`config.mk`:
```
export PLATFORM = sky130hd
export DESIGN_NAME = wave_gen_flat
export DESIGN_NICKNAME = d
export VERILOG_FILES = /design/src/rtl/wave_gen_if.sv /design/src/rtl/wave_gen.sv /design/src/flat_wrapper.sv
export SDC_FILE = /design/constraint.sdc
export NUM_CORES = 1
export LEC_CHECK = 0
export CAP_MARGIN = 20
export CORE_ASPECT_RATIO = 2
export CORE_UTILIZATION = 50
export DETAILED_ROUTE_END_ITERATION = 12
export PLACE_DENSITY = 0.82
export RECOVER_POWER = 25
export SYNTH_ARGS = -nofsm -noshare
export SYNTH_HDL_FRONTEND = slang
export SYNTH_SLANG_ARGS = --single-unit
```
`constraint.sdc`:
```
create_clock -name clk -period 5.3 [get_ports clk]
set_clock_uncertainty 0.05 [all_clocks]
set_input_delay 1.06 -clock clk [delete_from_list [all_inputs] [get_ports clk]]
set_output_delay 1.06 -clock clk [all_outputs]
set_load 0.02 [all_outputs]
```
`src/rtl/wave_gen_if.sv`:
```
// Control/sample bundle for wave_gen: configuration inputs in, waveform and PWM out.
interface wave_gen_if #(
  parameter int unsigned WIDTH      = 8,
  parameter int unsigned PRESCALE_W = 16
) ();
  logic                  enable;
  logic [1:0]            mode;
  logic [WIDTH-1:0]      lo;
  logic [WIDTH-1:0]      hi;
  logic [WIDTH-1:0]      step;
  logic [PRESCALE_W-1:0] prescale;
  logic [WIDTH-1:0]      wave;
  logic                  pwm;
  logic                  tick;
  logic                  wrap;

  modport master (
    output enable, mode, lo, hi, step, prescale,
    input  wave, pwm, tick, wrap
  );

  modport slave (
    input  enable, mode, lo, hi, step, prescale,
    output wave, pwm, tick, wrap
  );
endinterface

```
`src/rtl/wave_gen.sv`:
```
// Prescaled saw/triangle/square waveform generator with a free-running PWM of the sample.
module wave_gen #(
  parameter int unsigned WIDTH      = 8,
  parameter int unsigned PRESCALE_W = 16
) (
  input logic       clk,
  input logic       rst,
  wave_gen_if.slave bus
);

  typedef enum logic [1:0] {ModeSawUp, ModeSawDn, ModeTri, ModeSquare} mode_e;
  typedef enum logic {DirUp, DirDn} dir_e;

  logic [PRESCALE_W-1:0] pcnt_q, pcnt_d;
  logic [WIDTH-1:0]      wave_q, wave_d;
  logic [WIDTH-1:0]      pwm_cnt_q;
  dir_e                  dir_q, dir_d;
  logic                  tick_q, tick_d;
  logic                  wrap_q, wrap_d;
  logic                  pwm_q;
  logic                  fire;
  mode_e                 mode;

  // One spare bit so sums above hi and differences below lo never alias.
  logic [WIDTH:0] w_ext, lo_ext, hi_ext, step_ext, up_sum, dn_diff, lo_plus;

  assign w_ext    = {1'b0, wave_q};
  assign lo_ext   = {1'b0, bus.lo};
  assign hi_ext   = {1'b0, bus.hi};
  assign step_ext = {1'b0, bus.step};
  assign up_sum   = w_ext + step_ext;
  assign dn_diff  = w_ext - step_ext;
  assign lo_plus  = lo_ext + step_ext;
  assign mode     = mode_e'(bus.mode);
  assign fire     = bus.enable && (pcnt_q == bus.prescale);

  always_comb begin
    pcnt_d = pcnt_q;
    wave_d = wave_q;
    dir_d  = dir_q;
    tick_d = 1'b0;
    wrap_d = 1'b0;
    if (bus.enable) begin
      pcnt_d = fire ? '0 : pcnt_q + PRESCALE_W'(1);
    end
    if (fire) begin
      tick_d = 1'b1;
      if (lo_ext >= hi_ext || w_ext < lo_ext || w_ext > hi_ext) begin
        wave_d = bus.lo;
        dir_d  = DirUp;
      end else begin
        if (mode != ModeTri) dir_d = DirUp;
        // A zero step holds the sample without flagging a period boundary.
        if (step_ext == '0 && mode != ModeSquare) begin
          wave_d = wave_q;
        end else begin
          unique case (mode)
            ModeSawUp: begin
              if (up_sum > hi_ext) begin
                wave_d = bus.lo;
                wrap_d = 1'b1;
              end else begin
                wave_d = up_sum[WIDTH-1:0];
              end
            end
            ModeSawDn: begin
              if (w_ext < lo_plus) begin
                wave_d = bus.hi;
                wrap_d = 1'b1;
              end else begin
                wave_d = dn_diff[WIDTH-1:0];
              end
            end
            ModeTri: begin
              if (dir_q == DirUp) begin
                if (up_sum >= hi_ext) begin
                  wave_d = bus.hi;
                  dir_d  = DirDn;
                end else begin
                  wave_d = up_sum[WIDTH-1:0];
                end
              end else begin
                if (w_ext <= lo_plus) begin
                  wave_d = bus.lo;
                  dir_d  = DirUp;
                  wrap_d = 1'b1;
                end else begin
                  wave_d = dn_diff[WIDTH-1:0];
                end
              end
            end
            ModeSquare: begin
              if (wave_q == bus.lo) begin
                wave_d = bus.hi;
              end else begin
                wave_d = bus.lo;
                wrap_d = 1'b1;
              end
            end
          endcase
        end
      end
    end
  end

  always_ff @(posedge clk) begin
    if (rst) begin
      pcnt_q    <= '0;
      wave_q    <= '0;
      dir_q     <= DirUp;
      tick_q    <= 1'b0;
      wrap_q    <= 1'b0;
      pwm_cnt_q <= '0;
      pwm_q     <= 1'b0;
    end else begin
      pcnt_q    <= pcnt_d;
      wave_q    <= wave_d;
      dir_q     <= dir_d;
      tick_q    <= tick_d;
      wrap_q    <= wrap_d;
      pwm_cnt_q <= pwm_cnt_q + WIDTH'(1);
      pwm_q     <= (pwm_cnt_q < wave_q);
    end
  end

  assign bus.wave = wave_q;
  assign bus.tick = tick_q;
  assign bus.wrap = wrap_q;
  assign bus.pwm  = pwm_q;

endmodule
```
`src/flat_wrapper.sv`:
```
// flat-port wrapper written by rule: the top's interface ports become plain ports
module wave_gen_flat 
#(
  parameter int unsigned WIDTH      = 8,
  parameter int unsigned PRESCALE_W = 16
)
  (clk, rst, bus_enable, bus_mode, bus_lo, bus_hi, bus_step, bus_prescale, bus_wave, bus_pwm, bus_tick, bus_wrap);
  wave_gen_if #(.WIDTH(WIDTH), .PRESCALE_W(PRESCALE_W)) bus_i ();
  input logic clk;
  input logic rst;
  input wire logic [$bits(bus_i.enable)-1:0] bus_enable;
  input wire logic [$bits(bus_i.mode)-1:0] bus_mode;
  input wire logic [$bits(bus_i.lo)-1:0] bus_lo;
  input wire logic [$bits(bus_i.hi)-1:0] bus_hi;
  input wire logic [$bits(bus_i.step)-1:0] bus_step;
  input wire logic [$bits(bus_i.prescale)-1:0] bus_prescale;
  output wire logic [$bits(bus_i.wave)-1:0] bus_wave;
  output wire logic [$bits(bus_i.pwm)-1:0] bus_pwm;
  output wire logic [$bits(bus_i.tick)-1:0] bus_tick;
  output wire logic [$bits(bus_i.wrap)-1:0] bus_wrap;
  assign bus_i.enable = bus_enable;
  assign bus_i.mode = bus_mode;
  assign bus_i.lo = bus_lo;
  assign bus_i.hi = bus_hi;
  assign bus_i.step = bus_step;
  assign bus_i.prescale = bus_prescale;
  assign bus_wave = bus_i.wave;
  assign bus_pwm = bus_i.pwm;
  assign bus_tick = bus_i.tick;
  assign bus_wrap = bus_i.wrap;
  wave_gen #(.WIDTH(WIDTH), .PRESCALE_W(PRESCALE_W)) u_core (.clk(clk), .rst(rst), .bus(bus_i));
endmodule
```
# Word-level counts from Yosys, hierarchy flattened
# Index checks and enable logic that the tools add are counted.
dict set report op_classes {
  mux 24
  magnitude_cmp 8
  addsub 5
  n_reduce_logical 8
  n_bitwise 1
  n_eq_ne 8
}
# op count
set op_table {}
lappend op_table {{two-way mux 8 bit} 8}
lappend op_table {{case mux 8 bit (4 select lines)} 1}
lappend op_table {{adder 8 x 8 -> 9 bit} 2}
lappend op_table {{adder 16 x 1 -> 16 bit (second input constant)} 1}
lappend op_table {{equality test 16 bit} 1}
lappend op_table {{less-than comparator 8 bit} 2}
lappend op_table {{two-way mux 16 bit} 1}
lappend op_table {{two-way mux 1 bit} 13}
lappend op_table {{>= comparator 9 x 8 -> 1 bit} 1}
lappend op_table {{> comparator 9 x 8 -> 1 bit} 1}
lappend op_table {{<= comparator 8 x 9 -> 1 bit} 1}
lappend op_table {{logical NOT 9 bit} 1}
lappend op_table {{less-than comparator 8 x 9 -> 1 bit} 1}
lappend op_table {{adder 8 x 1 -> 8 bit (second input constant)} 1}
lappend op_table {{equality test 8 bit} 1}
lappend op_table {{>= comparator 8 bit} 1}
lappend op_table {{> comparator 8 bit} 1}
lappend op_table {{subtractor 8 bit} 1}
lappend op_table {{equality test 2 bit (second input constant)} 2}
lappend op_table {{inequality test 2 bit (second input constant)} 2}
lappend op_table {{case mux 1 bit (4 select lines)} 1}
lappend op_table {{OR reduction 4 bit} 1}
lappend op_table {{equality test 2 x 1 -> 1 bit (second input constant)} 1}
lappend op_table {{logical AND 1 bit} 2}
lappend op_table {{5 further kinds} 6}
dict set report word_totals {
  ff_bits 36
  in_bits 45
}

# Longest topological paths before layout
# Gate-level depths: netlist (run 1).
dict set report logic_depth {
  depth_word 7
  mapped_depth 18
}

# Least setup slack after synthesis (run 1)
# OpenSTA, ideal clock, no wires.
dict set report synth_timing {
  path_type {input to register}
  startpoint {input bus_step[0]}
  endpoint {register u_core.wave_q[6] (netlist: u_core.bus.wave[6])}
  setup_ps 129
  n_path_buf 1
  t_arrival_ps 4524
  path_slack_ps 598
  path_stages 17
  path_cell_list {ha_1 fa_1 nor2b_1 o31ai_1 o21bai_1 a21oi_1 xor2_1 ha_1 a21o_1 nor2_1 a31o_2 and4_1 clkbuf_1 o21bai_1 a221o_1 a221oi_1 a211oi_1}
}
dict set report synth_via {
  elab_chain_cells 7
  word_cells_on_any_way 19
  cone_classes {add/sub: 3; order compare: 4; eq/ne: 1; mux: 8; reduce/logical: 3}
}
# item line
set synth_rtl {}
lappend synth_rtl {{from (decl)} flat_wrapper.sv:15} ;# input wire logic [$bits(bus_i.step)-1:0] bus_step;
lappend synth_rtl {{adder 8 x 8 -> 9 bit (on tied branches)} {wave_gen.sv:31, wave_gen.sv:33}}
lappend synth_rtl {{>= comparator 9 x 8 -> 1 bit / <= comparator 8 x 9 -> 1 bit (equally long branches)} {wave_gen.sv:76, wave_gen.sv:83}}
lappend synth_rtl {{two-way mux 8 bit (on tied branches)} {wave_gen.sv:76, wave_gen.sv:83}}
lappend synth_rtl {{two-way mux 8 bit} wave_gen.sv:75} ;# if (dir_q == DirUp) begin
lappend synth_rtl {{case mux 8 bit (4 select lines)} wave_gen.sv:57} ;# unique case (mode)
lappend synth_rtl {{two-way mux 8 bit} wave_gen.sv:54} ;# if (step_ext == '0 && mode != ModeSquare) begin
lappend synth_rtl {{two-way mux 8 bit} wave_gen.sv:48} ;# if (lo_ext >= hi_ext || w_ext < lo_ext || w_ext > hi_ext) begin
lappend synth_rtl {{to (signal assigned)} wave_gen.sv:117} ;# wave_q <= wave_d;
lappend synth_rtl {{to (decl)} wave_gen.sv:15} ;# logic [WIDTH-1:0] wave_q, wave_d;
# Several ways; a longest one is shown, not always the timed one. The select of a mux whose other input is x is not followed.
# A chain may end at the register's enable or synchronous reset.

# Worst setup path in the final report (run 1)
# Same ends and word-level chain as after synthesis.

==> metrics.cfg, run 1 <==
[logic_synthesis]
synth_flop_cell = dfxtp_1
async_reset_ff_share_pct = 0
ys_types = 56
yosysMostFrequentCell = ha_1
synth_edf_count = 0
synth-seq-area-share_pct = 17.1
synth_top_area_cell = ha_1
ys_top_cells_by_count = 72 x ha_1, 50 x nor2_1, 40 x inv_1
syn_inst = 535
synth-warning-count = 0
synthTopCellsByArea = ha_1 21%, dfxtp_1 17%, xor2_1 6.4%
mappedNetlistArea_um2 = 4220
synth_seq_cells = 36
synth_area_per_cell_um2 = 7.89
synth_fp_nets = 655
synth_top_area_share_pct = 21.3

[finish]
register_area_um2 = 721
fillers = 723
multi_input_area_um2 = 3330
diodes = 0
final_nets = 738
layout-drive-gt1-share_pct = 9.21
area_growth_pct = 24.9

[setup_path]
cp.required_ps = 5360
critical_path_class = in2reg
cp_max_fo = 4
critPathCaptureType = register
path_cells = clkdlybuf4s50_1 > ha_1 > fa_1 > nor2b_1 > o31ai_1 > buf_4 > o21bai_1 > a21oi_1 > xor2_1 > ha_1 > o21a_1 > o21ai_0 > a31o_2 > and4_1 > o21bai_1 > a221o_1 > a221oi_1 > a211oi_1
slowest_stage = clkdlybuf4s50_1
crit_path_start_kind = input pin
cp.arrival_ps = 5120
slowest_delay_ps = 470

[global_route]
grt-ovfl-total = 0
grt_max_degree = 24
grt_pass1_wl_mm = 24.6
antenna_found_initial = 0
grtUsageTotal_pct = 38.6
grt_pass1_vias = 4806

[timing]
fin_setup_tns_ps = 0
hold_viol = 0
period_share_pct = 95.5
fmax_ghz = 0.198
finalWorstSetupSlack_ps = 240
slew_headroom_pct = 37.0
setup_violations = 0
worstMarginPinSlew_ps = 941
slew_violations = 0
fin_crit_ps = 5060
whs_ps = 420

[placement]
port_buffers = 55
dp_hpwl_mm = 12.8
gp_congestion = 1.03
dp_slack_ps = -148

[floorplan]
ioPinCount = 56
die_area_um2 = 8840
rows = 47
die_h_um = 132
initial_utilization_pct = 51.3
fp.dieW_um = 67.0
core_um2 = 8230

[drt]
ant_nets = 0
via_per_inst = 6.45
vias = 4623
routedWlPerCell_um = 22.2
drt_first_pass_iters = 5
drc = 0
drt_iter0_markers = 264
drt-total-wl_mm = 15.9

[clock_tree]
cts_tree = yes
cts-root-buf = clkbuf_16
clockBufferDepth = 2
clock_sinks = 36
clkTransAtPathRegs_ps = 60
cts_buffers = 5
clk_latency_ps = 280
htreeDepth = 2
hold_buffers = 0

[worst_hold_path]
hold_class = reg2reg

[run]
drv_cap = 0

[pwr]
p_per_area_nw_per_um2 = 160
ir_drop_mv = 0.112
leakagePower_nw = 2.34

[outcome]
status = completed

==> power by group <==
group	switching (mW)	leakage [nW]	internal [mW]
Combinational	0.145	1.98	0.122
Sequential	0.00392	0.291	0.275
Clock	0.112	0.0712	0.188
==> critical path: cells and delay by family <==
family	cells	cell delay, ps
AO/OA/AOI/OAI	10	1770
XOR/XNOR	1	250
adder cells (fa/ha/maj)	3	960
buffers and inverters	2	630
AND/OR/NAND/NOR	2	440
==> state kept, by name, summed over array words and instances (netlist names) <==
signal and flops:
u_core.pcnt_q 16, u_core.bus.wave 8, u_core.pwm_cnt_q 8, u_core.bus.pwm 1
u_core.bus.tick 1, u_core.bus.wrap 1, u_core.dir_q 1
==> cells by family after synthesis <==
family	share of synthesized area [%]
buffers and inverters	4.89
adder cells (fa/ha/maj)	22.8
multiplexers	0.474
AND/OR/NAND/NOR	21.4
XOR/XNOR	10.4
AO/OA/AOI/OAI	23.1
flip-flops	17.1
==> through the flow <==
stage / cells / utilization [%] / power [mW] / area (µm²)
after floorplan: 535 / - / 0.427 / 4220
after global placement: 708 / 61.7 / 0.532 / 5080
after detailed placement: 708 / 61.7 / 0.540 / 5080
after CTS: 716 / 63.5 / 0.838 / 5230
after global routing: 717 / 64.0 / 0.883 / 5270
final: 717 / 64.0 / 0.845 / 5270
==> cell type report <==
cell class	count	share of cell area [%]
clock buffers	8	2.78
inverters	40	2.85
multi-input cells	447	63.2
flip-flops and latches	36	13.7
well taps	98	2.33
repair buffers	88	15.2
==> cells in the final DEF (no fill, tap or decap), types with 10 or more instances in the layout <==
cell             Yosys  final
nand4_1             11     11
ha_1                72     72
a21oi_1             34     33
xnor2_1             19     19
nand2_1             26     26
nand2b_1            11     11
o21ai_0             19     18
buf_4                2     33
a21o_1              17     17
xor2_1              31     31
a211oi_1            12     11
and3_1              10     10
nor2_1              50     50
nand3_1             21     21
dfxtp_1             36     36
inv_1               40     40
clkdlybuf4s50_1      0     50
==> path summary, 6_finish.rpt <==
check                                        from                              end  slack, ps  depth (start not counted)
hold / removal     u_core.pwm_cnt_q[0]$_SDFF_PP0_   u_core.pwm_cnt_q[0]$_SDFF_PP0_        420                          1
hold reg to reg    u_core.pwm_cnt_q[0]$_SDFF_PP0_   u_core.pwm_cnt_q[0]$_SDFF_PP0_        420                          1
setup reg to reg  u_core.bus.wave[0]$_SDFFE_PP0P_  u_core.bus.wave[6]$_SDFFE_PP0P_       1040                         17
setup / recovery                      bus_step[0]  u_core.bus.wave[6]$_SDFFE_PP0P_        240                         18
==> per-layer routing <==
layer,part of all wire [%],track usage (%)
met5,0,0
met4,11,38.2
met3,6.4,8.56
met2,52,67.1
met1,30,33.3
==> what timing repair did <==
action                                  CTS  global route
buffers inserted                          0             0
resized for setup                         0            12
endpoints found under the setup margin    0             8
Power figures use the tool's default switching activity.
==> run 2, diff against run 1 <==
--- a/config.mk
+++ b/config.mk
@@ -7,6 +7,7 @@
 export LEC_CHECK = 0
 export CAP_MARGIN = 20
 export CORE_ASPECT_RATIO = 2
+export CORE_MARGIN = 4
 export CORE_UTILIZATION = 50
 export DETAILED_ROUTE_END_ITERATION = 12
 export PLACE_DENSITY = 0.82
==> constraint.sdc (replaced) <==
create_clock -name clk -period 6 [get_ports clk]
set_clock_uncertainty 0.05 [all_clocks]
set_input_delay 1.2 -clock clk [delete_from_list [all_inputs] [get_ports clk]]
set_output_delay 1.2 -clock clk [all_outputs]
set_load 0.02 [all_outputs]
==> metrics.cfg, run 2 (same netlist as run 1, synthesis figures left out) <==
[outcome]
status = completed  ; unchanged

[pwr]
p_clk_share_pct = 39.2  ; was 35.4%
power.switching_uw = 228  ; was 260 µW
total_power_uw = 764  ; was 845 µW
leakagePower_nw = 2.21  ; was 2.34 nW
ir_drop_mv = 0.116  ; was 0.112 mV
pwr-share-seq_pct = 32.2  ; was 33.0%
power_frac_comb_pct = 28.6  ; was 31.6%
p_int_uw = 536  ; was 585 µW
p_per_area_nw_per_um2 = 151  ; was 160 nW/µm²
p_sw_share_pct = 29.9  ; was 30.8%

[drt]
vias = 4542  ; was 4623
routedWlPerCell_um = 22.0  ; was 22.2 µm
ant_nets = 0  ; unchanged
drt-total-wl_mm = 15.2  ; was 15.9 mm
drt_first_pass_iters = 7  ; was 5
via_per_inst = 6.56  ; was 6.45
drt_iter0_markers = 259  ; was 264
drc = 0  ; unchanged

[finish]
final_common_cell = ha_1  ; unchanged
final_nets = 713  ; was 738
layout_common_cells = 72 x ha_1, 51 x clkdlybuf4s50_1, 50 x nor2_1  ; was 72 x ha_1, 50 x nor2_1, 50 x clkdlybuf4s50_1
top_register = u_core.pcnt_q  ; unchanged
largest_reg_flops = 16  ; unchanged
diodes = 0  ; unchanged
layout-drive-gt1-share_pct = 4.38  ; was 9.21%
area_growth_pct = 19.9  ; was 24.9%
fillers = 774  ; was 723
fin_cells = 692  ; was 717

[timing]
setup_violations = 0  ; unchanged
slew_headroom_pct = 33.6  ; was 37.0%
hold_viol = 0  ; unchanged
slew_violations = 0  ; unchanged
fin_crit_ps = 5680
period_share_pct = 94.7
worstMarginPinSlew_ps = 993  ; was 941 ps
whs_ps = 412  ; was 420 ps
fin_setup_tns_ps = 0  ; unchanged
fmax_ghz = 0.176
rsz0062_at_grt = no

[floorplan]
rows = 47  ; unchanged
initial_utilization_pct = 51.3  ; unchanged
ioPinCount = 56  ; unchanged
fp.dieW_um = 73.0  ; was 67.0 µm
die_area_um2 = 10100  ; was 8840 µm²
die_h_um = 138  ; was 132 µm
core_um2 = 8230  ; unchanged

[run]
drv_cap = 0  ; unchanged

[setup_path]
crit_path_start_kind = input pin  ; unchanged
critPathCaptureType = register  ; unchanged
crit_start = bus_lo[0]  ; was bus_step[0]
cp.arrival_ps = 5760  ; was 5120 ps
cp_max_fo = 7  ; was 4
reg2regPathDepth = 16  ; was 17
critical_path_class = in2reg  ; unchanged
cp.required_ps = 6080  ; was 5360 ps
regToRegEndpoint = u_core.bus.wave[1]$_SDFFE_PP0P_  ; was u_core.bus.wave[6]$_SDFFE_PP0P_
r2r-start = u_core.bus.wave[0]$_SDFFE_PP0P_  ; unchanged
r2r_slack_ps = 1490  ; was 1040 ps
endpoint = u_core.bus.wave[1]$_SDFFE_PP0P_  ; was u_core.bus.wave[6]$_SDFFE_PP0P_

[clock_tree]
hold_buffers = 0  ; unchanged
clk_latency_ps = 280  ; about the same
clkTransAtPathRegs_ps = 60  ; about the same
post_cts_resized = 0  ; unchanged
htreeDepth = 2  ; unchanged
post_cts_buffers = 0  ; unchanged
cts_buffers = 5  ; unchanged
clock_sinks = 36  ; unchanged
clockBufferDepth = 2  ; unchanged
cts-root-buf = clkbuf_16  ; unchanged
cts_tree = yes  ; unchanged

[global_route]
grt_max_degree = 24  ; unchanged
grt-ovfl-total = 0  ; unchanged
grt_pass1_wl_mm = 23.7  ; was 24.6 mm
antenna_found_initial = 0  ; unchanged
grtUsageTotal_pct = 31.4  ; was 38.6%
grt_pass1_vias = 4764  ; was 4806

[placement]
gp_congestion = 1.10  ; was 1.03
port_buffers = 55  ; unchanged
dp_cells = 683  ; was 708
dp_hpwl_mm = 12.5  ; was 12.8 mm

[worst_hold_path]
hold_class = reg2reg  ; unchanged

## run 2: layer usage
metal	share of wire, %	global-route usage (%)	wire length, µm
met1	30	28.0	4630
met2	54	58.9	8130
met3	6.3	4.64	951
met4	9.7	26.1	1480
met5	0	0	0
## run 2: cell type report
| type | instances | area (µm²) | share of cell area, % |
|---|---|---|---|
| multi-input cells | 447 | 3300 | 65.1 |
| flip-flops and latches | 36 | 721 | 14.2 |
| repair buffers | 63 | 611 | 12.1 |
| inverters | 40 | 150 | 2.97 |
| clock buffers | 6 | 129 | 2.55 |
| well taps | 98 | 123 | 2.42 |
| clock inverters | 2 | 35.0 | 0.692 |
## run 2: through the flow
step,setup slack [ps],instance area (µm²),utilization [%]
after floorplan,1160,4220,-
after global placement,412,4890,59.4
after detailed placement,158,4890,59.4
after CTS,445,5060,61.4
after global routing,106,5060,61.5
final,320,5060,61.5
## run 2: worst max-delay path, cell delays in order
cell             delay, ps
clkdlybuf4s50_1        550
ha_1                   290
fa_1                   440
a211oi_1               370
o21bai_1               130
a21oi_1                190
xor2_1                 180
ha_1                   300
a2111oi_0              480
o21ai_0                200
o21ai_0                380
or3_1                  340
mux2i_1                230
o2bb2ai_1               90
o311ai_0               300
a21oi_1                110
## run 2: how the worst min path moves through the flow
stage | cells after the start | start | slack (ps) | end
after floorplan | 1 | u_core.pwm_cnt_q[0]$_SDFF_PP0_ | 370 | u_core.pwm_cnt_q[0]$_SDFF_PP0_
after CTS | 1 | u_core.pwm_cnt_q[0]$_SDFF_PP0_ | 410 | u_core.pwm_cnt_q[0]$_SDFF_PP0_
after global placement | 1 | u_core.pwm_cnt_q[0]$_SDFF_PP0_ | 380 | u_core.pwm_cnt_q[0]$_SDFF_PP0_
after detailed placement | 1 | u_core.pwm_cnt_q[0]$_SDFF_PP0_ | 400 | u_core.pwm_cnt_q[0]$_SDFF_PP0_
after global routing | 1 | u_core.pwm_cnt_q[0]$_SDFF_PP0_ | 450 | u_core.pwm_cnt_q[0]$_SDFF_PP0_
final | 1 | u_core.pwm_cnt_q[0]$_SDFF_PP0_ | 410 | u_core.pwm_cnt_q[0]$_SDFF_PP0_
## run 2: power by group through the flow
stage          Sequential, mW  Clock (mW)  Combinational, mW
2_1_floorplan           0.251           0              0.126
3_3_place_gp            0.251           0              0.206
3_5_place_dp            0.251           0              0.215
4_1_cts                 0.246       0.303              0.215
5_1_grt                 0.247       0.310              0.238
6_report                0.246       0.299              0.218
